**src/rtl/impulse_pkg.sv**
```systemverilog
// impulse_pkg: widths, FSM state codes and the shadowed parameter set shared by the sequencer.
package impulse_pkg;

    localparam int TW = 64;
    localparam int FW = 48;
    localparam int CW = 32;

    typedef logic [1:0] state_t;

    localparam state_t IDLE  = 2'd0;
    localparam state_t ARMED = 2'd1;
    localparam state_t RUN   = 2'd2;

    typedef struct packed {
        logic [TW-1:0] time_start;
        logic [FW-1:0] freq;
        logic [FW-1:0] freq_step;
        logic [15:0]   n_impulse;
        logic [CW-1:0] ti;
        logic [CW-1:0] tp;
        logic [CW-1:0] tblank1;
        logic [CW-1:0] tblank2;
    } params_t;

endpackage

```
**src/rtl/impulse_sequencer_if.sv**
```systemverilog
// impulse_sequencer_if: SPI parameter set and system time in, gates and NCO strobes out.
interface impulse_sequencer_if;
    import impulse_pkg::*;

    logic          spi_wr;
    logic [TW-1:0] sys_time;
    logic [TW-1:0] time_start;
    logic [FW-1:0] freq;
    logic [FW-1:0] freq_step;
    logic [15:0]   n_impulse;
    logic [7:0]    type_imp;
    logic [CW-1:0] interval_ti;
    logic [CW-1:0] interval_tp;
    logic [CW-1:0] tblank1;
    logic [CW-1:0] tblank2;
    logic          pulse;
    logic          blank1;
    logic          blank2;
    logic          nco_load;
    logic [FW-1:0] freq_cur;
    logic [7:0]    type_out;
    logic          busy;
    logic          done;
    logic          late;
    logic          err;

    modport master (
        output spi_wr, sys_time, time_start, freq, freq_step, n_impulse, type_imp,
               interval_ti, interval_tp, tblank1, tblank2,
        input  pulse, blank1, blank2, nco_load, freq_cur, type_out, busy, done, late, err
    );

    modport slave (
        input  spi_wr, sys_time, time_start, freq, freq_step, n_impulse, type_imp,
               interval_ti, interval_tp, tblank1, tblank2,
        output pulse, blank1, blank2, nco_load, freq_cur, type_out, busy, done, late, err
    );

endinterface

```
**src/rtl/pulse_period_cnt.sv**
```systemverilog
// pulse_period_cnt: period counter c (0..tp-1) and pulse index k with wrap/last flags.
module pulse_period_cnt
    import impulse_pkg::*;
(
    input  logic          clk,
    input  logic          rst_n,
    input  logic          clk_en,
    input  logic          start,
    input  logic          adv,
    input  logic [CW-1:0] tp,
    input  logic [15:0]   n_impulse,
    output logic [CW-1:0] c_nxt,
    output logic          wrap,
    output logic          last
);
    logic [CW-1:0] c;
    logic [15:0]   k;

    assign wrap  = c == tp - CW'(1);
    assign last  = k == n_impulse - 16'd1;
    // c_nxt lets the owner register gates aligned with the counter value they describe
    assign c_nxt = start ? '0 : adv ? (wrap ? '0 : c + CW'(1)) : c;

    always_ff @(posedge clk or negedge rst_n) begin
        if (!rst_n) begin
            c <= '0;
            k <= '0;
        end else if (clk_en) begin
            c <= c_nxt;
            k <= start ? '0 : (adv && wrap) ? k + 16'd1 : k;
        end
    end

endmodule

```
**src/rtl/impulse_sequencer.sv**
```systemverilog
// impulse_sequencer: shadows the SPI parameter set, waits for the start time, then plays the
// pulse train with blanking gates and a per-pulse stepped NCO frequency word.
module impulse_sequencer
    import impulse_pkg::*;
(
    input  logic clk,
    input  logic rst_n,
    input  logic clk_en,
    impulse_sequencer_if.slave bus
);
    params_t       p;
    state_t        state, state_nxt;
    logic [CW-1:0] c_nxt;
    logic          wrap, last, go, fire, start, adv, step, finish, run_nxt;

    assign go      = bus.sys_time >= p.time_start || p.time_start == '0;
    assign fire    = !bus.spi_wr && state == ARMED && go;
    assign start   = fire && p.n_impulse != '0;
    assign adv     = !bus.spi_wr && state == RUN;
    assign step    = adv && wrap && !last;
    assign finish  = adv && wrap && last;
    assign run_nxt = state_nxt == RUN;
    assign bus.busy = state != IDLE;

    // a new parameter set always wins, which is also how a running train is aborted
    always_comb
        state_nxt = bus.spi_wr ? (bus.interval_tp == '0 ? IDLE : ARMED) :
                    fire       ? (p.n_impulse == '0 ? IDLE : RUN) :
                    finish     ? IDLE : state;

    pulse_period_cnt u_cnt (
        .clk       (clk),
        .rst_n     (rst_n),
        .clk_en    (clk_en),
        .start     (start),
        .adv       (adv),
        .tp        (p.tp),
        .n_impulse (p.n_impulse),
        .c_nxt     (c_nxt),
        .wrap      (wrap),
        .last      (last)
    );

    always_ff @(posedge clk or negedge rst_n) begin
        if (!rst_n) begin
            state        <= IDLE;
            p            <= '0;
            bus.pulse    <= 1'b0;
            bus.blank1   <= 1'b0;
            bus.blank2   <= 1'b0;
            bus.nco_load <= 1'b0;
            bus.freq_cur <= '0;
            bus.type_out <= '0;
            bus.done     <= 1'b0;
            bus.late     <= 1'b0;
            bus.err      <= 1'b0;
        end else if (clk_en) begin
            state        <= state_nxt;
            bus.pulse    <= run_nxt && c_nxt < p.ti;
            bus.blank1   <= run_nxt && c_nxt < p.tblank1;
            bus.blank2   <= run_nxt && c_nxt < p.tblank2;
            bus.nco_load <= start || step;
            bus.done     <= (fire && p.n_impulse == '0) || finish;
            if (start)
                bus.freq_cur <= p.freq;
            else if (step)
                bus.freq_cur <= bus.freq_cur + p.freq_step;
            if (fire)
                bus.late <= bus.sys_time > p.time_start && p.time_start != '0;
            if (bus.spi_wr) begin
                p <= '{time_start: bus.time_start, freq: bus.freq, freq_step: bus.freq_step,
                       n_impulse: bus.n_impulse, ti: bus.interval_ti, tp: bus.interval_tp,
                       tblank1: bus.tblank1, tblank2: bus.tblank2};
                bus.late <= 1'b0;
                bus.err  <= bus.interval_tp == '0;
                if (bus.interval_tp != '0)
                    bus.type_out <= bus.type_imp;
            end
        end
    end

endmodule
```
**src/flat_wrapper.sv**
```systemverilog
// flat-port wrapper written by rule: the top's interface ports become plain ports
module impulse_sequencer_flat import impulse_pkg::*;
  (clk, rst_n, clk_en, bus_spi_wr, bus_sys_time, bus_time_start, bus_freq, bus_freq_step, bus_n_impulse, bus_type_imp, bus_interval_ti, bus_interval_tp, bus_tblank1, bus_tblank2, bus_pulse, bus_blank1, bus_blank2, bus_nco_load, bus_freq_cur, bus_type_out, bus_busy, bus_done, bus_late, bus_err);
  impulse_sequencer_if bus_i ();
  input  logic clk;
  input  logic rst_n;
  input  logic clk_en;
  input wire logic [$bits(bus_i.spi_wr)-1:0] bus_spi_wr;
  input wire logic [$bits(bus_i.sys_time)-1:0] bus_sys_time;
  input wire logic [$bits(bus_i.time_start)-1:0] bus_time_start;
  input wire logic [$bits(bus_i.freq)-1:0] bus_freq;
  input wire logic [$bits(bus_i.freq_step)-1:0] bus_freq_step;
  input wire logic [$bits(bus_i.n_impulse)-1:0] bus_n_impulse;
  input wire logic [$bits(bus_i.type_imp)-1:0] bus_type_imp;
  input wire logic [$bits(bus_i.interval_ti)-1:0] bus_interval_ti;
  input wire logic [$bits(bus_i.interval_tp)-1:0] bus_interval_tp;
  input wire logic [$bits(bus_i.tblank1)-1:0] bus_tblank1;
  input wire logic [$bits(bus_i.tblank2)-1:0] bus_tblank2;
  output wire logic [$bits(bus_i.pulse)-1:0] bus_pulse;
  output wire logic [$bits(bus_i.blank1)-1:0] bus_blank1;
  output wire logic [$bits(bus_i.blank2)-1:0] bus_blank2;
  output wire logic [$bits(bus_i.nco_load)-1:0] bus_nco_load;
  output wire logic [$bits(bus_i.freq_cur)-1:0] bus_freq_cur;
  output wire logic [$bits(bus_i.type_out)-1:0] bus_type_out;
  output wire logic [$bits(bus_i.busy)-1:0] bus_busy;
  output wire logic [$bits(bus_i.done)-1:0] bus_done;
  output wire logic [$bits(bus_i.late)-1:0] bus_late;
  output wire logic [$bits(bus_i.err)-1:0] bus_err;
  assign bus_i.spi_wr = bus_spi_wr;
  assign bus_i.sys_time = bus_sys_time;
  assign bus_i.time_start = bus_time_start;
  assign bus_i.freq = bus_freq;
  assign bus_i.freq_step = bus_freq_step;
  assign bus_i.n_impulse = bus_n_impulse;
  assign bus_i.type_imp = bus_type_imp;
  assign bus_i.interval_ti = bus_interval_ti;
  assign bus_i.interval_tp = bus_interval_tp;
  assign bus_i.tblank1 = bus_tblank1;
  assign bus_i.tblank2 = bus_tblank2;
  assign bus_pulse = bus_i.pulse;
  assign bus_blank1 = bus_i.blank1;
  assign bus_blank2 = bus_i.blank2;
  assign bus_nco_load = bus_i.nco_load;
  assign bus_freq_cur = bus_i.freq_cur;
  assign bus_type_out = bus_i.type_out;
  assign bus_busy = bus_i.busy;
  assign bus_done = bus_i.done;
  assign bus_late = bus_i.late;
  assign bus_err = bus_i.err;
  impulse_sequencer u_core (.clk(clk), .rst_n(rst_n), .clk_en(clk_en), .bus(bus_i));
endmodule
```
**config.mk**
```make
export PLATFORM = sky130hd
export DESIGN_NAME = impulse_sequencer_flat
export DESIGN_NICKNAME = d
export VERILOG_FILES = /design/src/rtl/impulse_pkg.sv /design/src/rtl/impulse_sequencer_if.sv /design/src/rtl/pulse_period_cnt.sv /design/src/rtl/impulse_sequencer.sv /design/src/flat_wrapper.sv
export SDC_FILE = /design/constraint.sdc
export NUM_CORES = 1
export LEC_CHECK = 0
export CAP_MARGIN = 10
export CORE_AREA = 4 4 352 250
export DETAILED_ROUTE_END_ITERATION = 10
export DIE_AREA = 0 0 356 254
export GPL_TIMING_DRIVEN = 0
export SYNTH_ARGS = -nofsm -noshare
export SYNTH_HDL_FRONTEND = slang
export SYNTH_SLANG_ARGS = --single-unit
```
**constraint.sdc**
```tcl
create_clock -name clk -period 6 [get_ports clk]
set_clock_uncertainty 0.2 [all_clocks]
set_input_delay 0.6 -clock clk [delete_from_list [all_inputs] [get_ports clk]]
set_output_delay 0.6 -clock clk [all_outputs]
set_load 0.01 [all_outputs]
```
==> qor.log, run 1 <==
INFO  routing        remaining_drc_errors=0
INFO  synth          synthesis.area_per_instance=9.38um2
INFO  global_routing grt.overflow.total=0
INFO  setup_path     critPathBufInv=5
INFO  synth          ys.warnings.count=0
INFO  synth          synthTopCellsByArea=sky130_fd_sc_hd__dfrtp_1 (41%), sky130_fd_sc_hd__ha_1 (10%), sky130_fd_sc_hd__mux2_2 (7.9%)
INFO  setup_path     worst_setup_path_end_kind=register
INFO  final_layout   finalNetCount=3,794
INFO  floorplanning  floorplan.initialDensity=0.300
INFO  global_routing initial_antenna_violation_count=20
INFO  sta            time_the_worst_path_needs_with_i_o_delays_and_setup=5.91ns
INFO  cts            h-tree-depth=2
INFO  power          cellLeakagePower=14.7nW
INFO  sta            final_hold_vio_count=0
INFO  synth          synth_cells=2,690
INFO  routing        drt_iter0_markers=1,704
INFO  placement      gp_routability_congestion=0.883
INFO  cts            clkSlewWorstSetupHoldPaths=0.06ns
INFO  routing        dr_total_vias=22,100
INFO  setup_path     top_family_by_delay_on_critical_path=simple AND/OR/NAND/NOR gates
INFO  floorplanning  die_w=356um
INFO  setup_path     arrival=6.17ns
INFO  floorplanning  boundaryPins=444
INFO  setup_path     cp_cell_sequence=buf_6, or4_1, buf_6, or4_4, buf_6, or4_4, nor3_4, nor3_2, a211o_1, or4b_1, buf_6, nand2_8, clkbuf_4, nor2_1, ha_1, nand4_1, nor3_1, o2111ai_1, o21ai_2, a31oi_1
INFO  setup_path     worstPathRequired=6.27ns
INFO  setup_path     critPathLaunchType=register
INFO  synth          ys_seq_area_frac=0.414
INFO  setup_path     timing_worst_setup_path_type=register to register
INFO  sta            holdWs=0.201ns
INFO  placement      hpwl_reported_at_the_end_of_detailed_placement=73.1mm
INFO  final_layout   area_growth_syn_to_layout=32.7%
INFO  sta            final.period_utilization=0.984
INFO  sta            clock.fmax=169MHz
INFO  routing        avgRoutedWirePerCell=21.0um
INFO  setup_path     critical_path.max_fanout=10
INFO  cts            cts.path.max_buffers=3
INFO  final_layout   drive_gt1_frac=0.104
INFO  floorplanning  core_region_area=84,200um2
INFO  synth          post_synth_top_cells=sky130_fd_sc_hd__dfrtp_1 (417), sky130_fd_sc_hd__nand2_1 (324), sky130_fd_sc_hd__o21ai_0 (294)
INFO  synth          post-synth-top-area-cell=sky130_fd_sc_hd__dfrtp_1
INFO  routing        drt.antenna.violating_nets=0
INFO  sta            worst_slew_pin_slew=1.19ns
INFO  synth          ys_dominant_reg_cell=sky130_fd_sc_hd__dfrtp_1
INFO  synth          post_synth_num_cell_types=73
INFO  power          total_power=0.0112W
INFO  routing        detail_route.first_pass.iterations=5
INFO  floorplanning  die_area=90,400um2
INFO  synth          synth.top_cell.area_share=0.414
INFO  synth          ys_ff_latch=417
INFO  global_routing grt_max_degree=110
INFO  final_layout   seqCellArea=10,400um2
INFO  cts            clk_latency=0.60ns
INFO  floorplanning  die_h=254um
INFO  placement      postPlaceCellArea=31,200um2
INFO  power          power.ir.vdd_worst=195uV
INFO  sta            report.final.slew_viol_count=0
INFO  cts            clock_sinks=417
INFO  synth          post_synth_edffs=0
INFO  global_routing grt_pass1_wl=137mm
INFO  sta            finalSetupViolCount=0
INFO  run            cap_violations=0
INFO  final_layout   multi_input_area=13,800um2
INFO  synth          post-synth-top-count-cell=sky130_fd_sc_hd__dfrtp_1
INFO  setup_path     path_common_cell=sky130_fd_sc_hd__buf_6
INFO  setup_path     slowest_stage_delay_on_critical_path=0.54ns
INFO  cts            cts-root-buf=sky130_fd_sc_hd__clkbuf_16
INFO  power          power.density=335nW/um2
INFO  sta            relSlewSlack=0.206
INFO  floorplanning  floorplan.rows=89
INFO  routing        detail_route.vias_per_cell=5.03
INFO  setup_path     cpMaxStageDelayCell=sky130_fd_sc_hd__or4b_1
INFO  global_routing track_usage=0.200
INFO  hold_path      hold_class=primary input to register
INFO  synth          mappedNetlistArea=25,200um2
INFO  global_routing first_global_vias=22,100
INFO  synth          asyncSetResetFlopFracSynth=1.00
INFO  placement      port_buffers=441
INFO  cts            cts_inserted_buffers=50
INFO  final_layout   fin_area=33,500um2
INFO  synth          synth_fp_nets=3,279
INFO  run_status     status=finished clean
INFO  cts            cts_tree=yes
INFO  routing        drt-total-wl=92.3mm
INFO  final_layout   num-fill-cells=8,457
==> cells by family after synthesis <==
group                      count (synthesis)  share of synthesized area
AOI/OAI and AO/OA                        640                      0.151
buffers and inverters                    309                     0.0468
and+or+nand+nor                          784                      0.150
xor gates and xnor gates                 120                     0.0416
adders and majority gates                209                      0.104
DFF                                      417                      0.414
muxes                                    211                     0.0924
==> area by class of cell <==
| type | count | share of cell area |
|---|---|---|
| Buffer | 111 | 0.0145 |
| Timing Repair Buffer | 464 | 0.140 |
| Inverter | 197 | 0.0221 |
| Tap cell | 1137 | 0.0425 |
| Multi-Input combinational cell | 1964 | 0.413 |
| Sequential cell | 417 | 0.312 |
| Clock buffer | 75 | 0.0465 |
| Antenna cell | 7 | 0.000523 |
| Clock inverter | 17 | 0.00911 |
==> registers in the layout, summed over array words and instances (netlist names), 2 cells and up <==
register             flops
u_core.u_cnt.c          32
u_core.bus.type_out      8
u_core.state             2
u_core.bus.freq_cur     48
u_core.p               304
u_core.u_cnt.k          16
==> worst reg2reg max path: stages (launching register included) <==
cell and delay [ns]:
sky130_fd_sc_hd__dfrtp_1 0.37, sky130_fd_sc_hd__buf_6 0.13, sky130_fd_sc_hd__or4_1 0.49, sky130_fd_sc_hd__buf_6 0.16, sky130_fd_sc_hd__or4_4 0.51, sky130_fd_sc_hd__buf_6 0.15
sky130_fd_sc_hd__or4_4 0.46, sky130_fd_sc_hd__nor3_4 0.20, sky130_fd_sc_hd__nor3_2 0.08, sky130_fd_sc_hd__a211o_1 0.27, sky130_fd_sc_hd__or4b_1 0.54, sky130_fd_sc_hd__buf_6 0.15
sky130_fd_sc_hd__nand2_8 0.09, sky130_fd_sc_hd__clkbuf_4 0.24, sky130_fd_sc_hd__nor2_1 0.13, sky130_fd_sc_hd__ha_1 0.33, sky130_fd_sc_hd__nand4_1 0.30, sky130_fd_sc_hd__nor3_1 0.35
sky130_fd_sc_hd__o2111ai_1 0.19, sky130_fd_sc_hd__o21ai_2 0.29, sky130_fd_sc_hd__a31oi_1 0.13
==> report_power, final <==
| part | total (W) | leakage [nW] | switching, W | internal [W] |
|---|---|---|---|---|
| Clock | 0.00345 | 0.899 | 0.00132 | 0.00213 |
| Sequential | 0.00365 | 5.13 | 0.000376 | 0.00328 |
| Combinational | 0.00412 | 8.66 | 0.00223 | 0.00189 |
==> worst paths after layout <==
kind                          startpoint           endpoint  slack (ns)  cells after the start
setup / recovery            u_core.p[71]  u_core.bus.blank1        0.09                     20
hold / removal                bus_spi_wr    u_core.state[1]        0.20                      2
setup reg to reg            u_core.p[71]  u_core.bus.blank1        0.09                     20
hold reg to reg            u_core.p[228]      u_core.p[228]        0.30                      1
max in group asynchronous          rst_n      u_core.p[103]        3.70                      4
min in group asynchronous          rst_n      u_core.p[269]        0.41                      2
==> through the flow <==
step,setup WS (ns),utilization,setup TNS (ns),cells
finish,0.0946,0.398,0,4389
global route,-0.0564,0.398,-0.0767,4383
CTS,0.00745,0.396,0,4375
detailed placement,-1.61,0.371,-11.37,4276
global placement,-15.66,0.369,-6527.78,4268
floorplan,0.223,-,0,2690
==> metal layers <==
| metal | wire, um | up-vias | GRT usage |
|---|---|---|---|
| met5 | 148 | - | 0 |
| met4 | 1640 | 24 | 0.0420 |
| met3 | 7580 | 109 | 0.0600 |
| met2 | 38200 | 612 | 0.292 |
| met1 | 44600 | 10700 | 0.291 |
| li1 | - | 10600 | - |
==> what timing repair did <==
action                                 CTS  global route
hold buffers                             1             0
setup buffers                            5             8
pin swaps                                5             7
setup endpoints to repair                7             3
endpoints found under the hold margin   96             0
resized for setup                       40            19
cloned                                   1             0
==> placed cells by master, fill, tap and decap left out, drive strengths merged, types with 7 or more instances in the layout <==
| cell | n |
|---|---|
| xor2 | 45 |
| xnor2 | 75 |
| and2 | 15 |
| a21o | 64 |
| or3 | 24 |
| buf | 34 |
| o21ai | 296 |
| a31oi | 27 |
| dfrtp | 417 |
| a211o | 9 |
| o21a | 13 |
| nand2b | 11 |
| a21boi | 9 |
| nor3 | 57 |
| ha | 208 |
| mux2i | 35 |
| clkdlybuf4s50 | 440 |
| o31ai | 7 |
| nand4 | 57 |
| nor4b | 8 |
| bufinv | 8 |
| a211oi | 17 |
| or4 | 14 |
| o2111ai | 8 |
| nand2 | 324 |
| o21bai | 10 |
| nor2 | 114 |
| inv | 197 |
| clkbuf | 175 |
| and3 | 22 |
| a21oi | 123 |
| nand3b | 7 |
| o211ai | 7 |
| nand3 | 33 |
| mux2 | 176 |
| and4 | 7 |
| nor4 | 50 |
| diode | 7 |
| nor2b | 25 |
Power figures use the tool's default switching activity.
==> run 2: changes to the inputs <==
--- a/config.mk
+++ b/config.mk
@@ -10,6 +10,7 @@
 export DETAILED_ROUTE_END_ITERATION = 10
 export DIE_AREA = 0 0 356 254
 export GPL_TIMING_DRIVEN = 0
+export PLACE_DENSITY = 0.5
 export SYNTH_ARGS = -nofsm -noshare
 export SYNTH_HDL_FRONTEND = slang
 export SYNTH_SLANG_ARGS = --single-unit
==> run 2 against run 1 <==
Compared with the run above: first-iteration DRC count down 21%; register-to-register slack better by 0.06 ns; combinational power up 1%; maximum frequency up 1.0%; cell count down 0.25%; sequential power about the same; critical path depth up 1; non-clock buffer count down 3; setup slack better by 0.060 ns; highest routed layer unchanged.
==> qor.log, run 2 (synthesis results as in run 1) <==
INFO  run_status     status=finished clean
INFO  sta            final.period_utilization=0.974
INFO  power          cellLeakagePower=14.6nW
INFO  final_layout   regMostFlops=u_core.p
INFO  final_layout   area_growth_syn_to_layout=32.0%
INFO  routing        dr_total_vias=21,900
INFO  cts            cts-root-buf=sky130_fd_sc_hd__clkbuf_16
INFO  final_layout   drive_gt1_frac=0.104
INFO  sta            relSlewSlack=0.193
INFO  placement      gp_routability_congestion=0.867
INFO  routing        remaining_drc_errors=0
INFO  final_layout   num-fill-cells=8,501
INFO  global_routing track_usage=0.204
INFO  power          power.density=331nW/um2
INFO  sta            report.final.slew_viol_count=0
INFO  routing        detail_route.vias_per_cell=4.99
INFO  global_routing initial_antenna_violation_count=19
INFO  setup_path     timing_worst_setup_path_type=register to register
INFO  floorplanning  die_h=254um
INFO  cts            h-tree-depth=2
INFO  hold_path      hold_class=primary input to register
INFO  floorplanning  floorplan.initialDensity=0.300
INFO  global_routing grt_max_degree=113
INFO  cts            clock_sinks=417
INFO  final_layout   most_common_library_cell_in_the_layout_ignoring_fill_and_taps=sky130_fd_sc_hd__clkdlybuf4s50_1
INFO  final_layout   layout_common_cells=sky130_fd_sc_hd__clkdlybuf4s50_1 (440), sky130_fd_sc_hd__dfrtp_1 (415), sky130_fd_sc_hd__nand2_1 (323), sky130_fd_sc_hd__o21ai_0 (285), sky130_fd_sc_hd__ha_1 (205)
INFO  sta            finalSetupViolCount=0
INFO  run            cap_violations=0
INFO  final_layout   layout_top_registers=u_core.p x304, u_core.bus.freq_cur x48, u_core.u_cnt.c x32
INFO  final_layout   finalNetCount=3,790
INFO  final_layout   largest_register_ff_count=304
INFO  cts            cts_tree=yes
INFO  cts            cts_inserted_buffers=49
INFO  sta            post_route_worst_setup_slack=0.154ns
INFO  floorplanning  core_region_area=84,200um2
INFO  sta            worst_slew_pin_slew=1.21ns
INFO  final_layout   fin_area=33,300um2
INFO  setup_path     r2r_end=u_core.bus.pulse
INFO  setup_path     worst-r2r-cell-count=21
INFO  setup_path     arrival=6.12ns
INFO  sta            setup_repair_after_global_routing_missed_its_margin=no
INFO  setup_path     worstPathRequired=6.28ns
INFO  cts            cts.path.max_buffers=3
INFO  routing        drt-total-wl=94.2mm
INFO  sta            final_hold_vio_count=0
INFO  cts            clkSlewWorstSetupHoldPaths=0.06ns
INFO  routing        drt_iter0_markers=1,353
INFO  global_routing grt_pass1_wl=140mm
INFO  placement      port_buffers=441
INFO  floorplanning  die_w=356um
INFO  final_layout   final_util=0.396
INFO  hold_path      hold_path_depth=2
INFO  routing        detail_route.first_pass.iterations=5
INFO  floorplanning  floorplan.rows=89
INFO  sta            time_the_worst_path_needs_with_i_o_delays_and_setup=5.85ns
INFO  routing        drt.antenna.violating_nets=0
INFO  hold_path      worst_hold_path.endpoint=u_core.state[1]
INFO  power          power.ir.vdd_worst=200uV
INFO  placement      place_ws=-1.68ns
INFO  global_routing grt.overflow.total=0
INFO  placement      hpwl_reported_at_the_end_of_detailed_placement=73.9mm
INFO  sta            clock.fmax=171MHz
INFO  setup_path     worst_setup_path_end_kind=register
INFO  setup_path     regToRegStartpoint=u_core.p[74]
INFO  placement      dp_cells=4,275
INFO  hold_path      min-delay-start=bus_spi_wr
INFO  global_routing first_global_vias=21,600
INFO  setup_path     critical_path.max_fanout=9
INFO  placement      postPlaceCellArea=31,200um2
INFO  setup_path     critPathLaunchType=register
INFO  cts            clk_latency=0.62ns
INFO  final_layout   post_layout_nonfiller_instances=4,378
INFO  routing        avgRoutedWirePerCell=21.5um
INFO  setup_path     regToRegSetupSlack=0.15ns
INFO  floorplanning  boundaryPins=444
INFO  floorplanning  die_area=90,400um2
[run 2: cell count changes in the layout (fill, tap and decap cells not counted), moves of 3 or more]
cell,delta
sky130_fd_sc_hd__clkbuf_16,-3
sky130_fd_sc_hd__clkbuf_8,-7
sky130_fd_sc_hd__clkbuf_1,+5
sky130_fd_sc_hd__clkinv_2,+5
sky130_fd_sc_hd__nor2_1,-5
sky130_fd_sc_hd__nor2_2,+3
sky130_fd_sc_hd__clkinvlp_4,-3
sky130_fd_sc_hd__diode_2,-3
[run 2: layout make-up]
type	count	area [um2]	share of cell area
Antenna cell	4	10.0	0.000300
Buffer	110	483	0.0145
Clock buffer	70	1410	0.0422
Clock inverter	17	255	0.00766
Inverter	197	739	0.0222
Multi-Input combinational cell	1964	13900	0.417
Sequential cell	417	10400	0.313
Tap cell	1137	1420	0.0427
Timing Repair Buffer	462	4670	0.140
[run 2: stage by stage]
step	setup TNS, ns	power, W	hold WS [ns]
finish	0	0.0110	0.241
global route	0	0.0118	0.208
CTS	0	0.0111	0.176
detailed placement	-10.86	0.00778	0.287
global placement	-6645.12	0.00778	0.276
floorplan	0	0.00616	0.104
[run 2: timing repair]
item / CTS / global route
hold buffers: 1 / 0
setup endpoints to repair: 25 / 8
gates cloned: 1 / 0
hold endpoints to repair: 85 / 0
resized for setup: 42 / 33
setup buffers: 4 / 8
pin swaps: 5 / 21
[run 2: routing by layer]
layer  vias up  global-route usage  share of wire
met3       106              0.0539          0.073
met1     10500               0.312           0.50
met4        32              0.0321          0.013
met5         -                   0         0.0024
met2       551               0.291           0.41
li1      10600                   -              -
[run 2: worst max path at each step]
stage,cells after the start,to,from
2_1_floorplan,25,u_core.bus.blank1,u_core.p[71]
4_1_cts,25,u_core.bus.blank2,u_core.p[71]
6_report,21,u_core.bus.pulse,u_core.p[74]
3_3_place_gp,1,u_core.p[225],rst_n
5_1_grt,21,u_core.bus.pulse,u_core.p[64]
3_5_place_dp,22,u_core.bus.pulse,u_core.p[64]
[run 2: critical path, stage by stage, from the launching register on]
cell and delay (ns):
sky130_fd_sc_hd__dfrtp_1 0.35, sky130_fd_sc_hd__buf_2 0.18, sky130_fd_sc_hd__or4_4 0.59, sky130_fd_sc_hd__or4_4 0.50, sky130_fd_sc_hd__buf_6 0.15, sky130_fd_sc_hd__or4_4 0.46
sky130_fd_sc_hd__a211oi_4 0.26, sky130_fd_sc_hd__nor3_4 0.07, sky130_fd_sc_hd__a211o_1 0.26, sky130_fd_sc_hd__or4b_1 0.54, sky130_fd_sc_hd__buf_6 0.16, sky130_fd_sc_hd__nand2_8 0.11
sky130_fd_sc_hd__clkbuf_8 0.20, sky130_fd_sc_hd__nor2_1 0.15, sky130_fd_sc_hd__ha_1 0.35, sky130_fd_sc_hd__nand2_1 0.12, sky130_fd_sc_hd__nor4_4 0.36, sky130_fd_sc_hd__o21ai_1 0.13
sky130_fd_sc_hd__a31oi_1 0.22, sky130_fd_sc_hd__nor2_1 0.08, sky130_fd_sc_hd__a31oi_1 0.18, sky130_fd_sc_hd__a31oi_1 0.06
[run 2: power breakdown]
| group | switching [W] | leakage [nW] | total, W | internal [W] |
|---|---|---|---|---|
| Combinational | 0.00227 | 8.65 | 0.00417 | 0.00189 |
| Sequential | 0.000378 | 5.13 | 0.00366 | 0.00328 |
| Clock | 0.00131 | 0.811 | 0.00320 | 0.00188 |
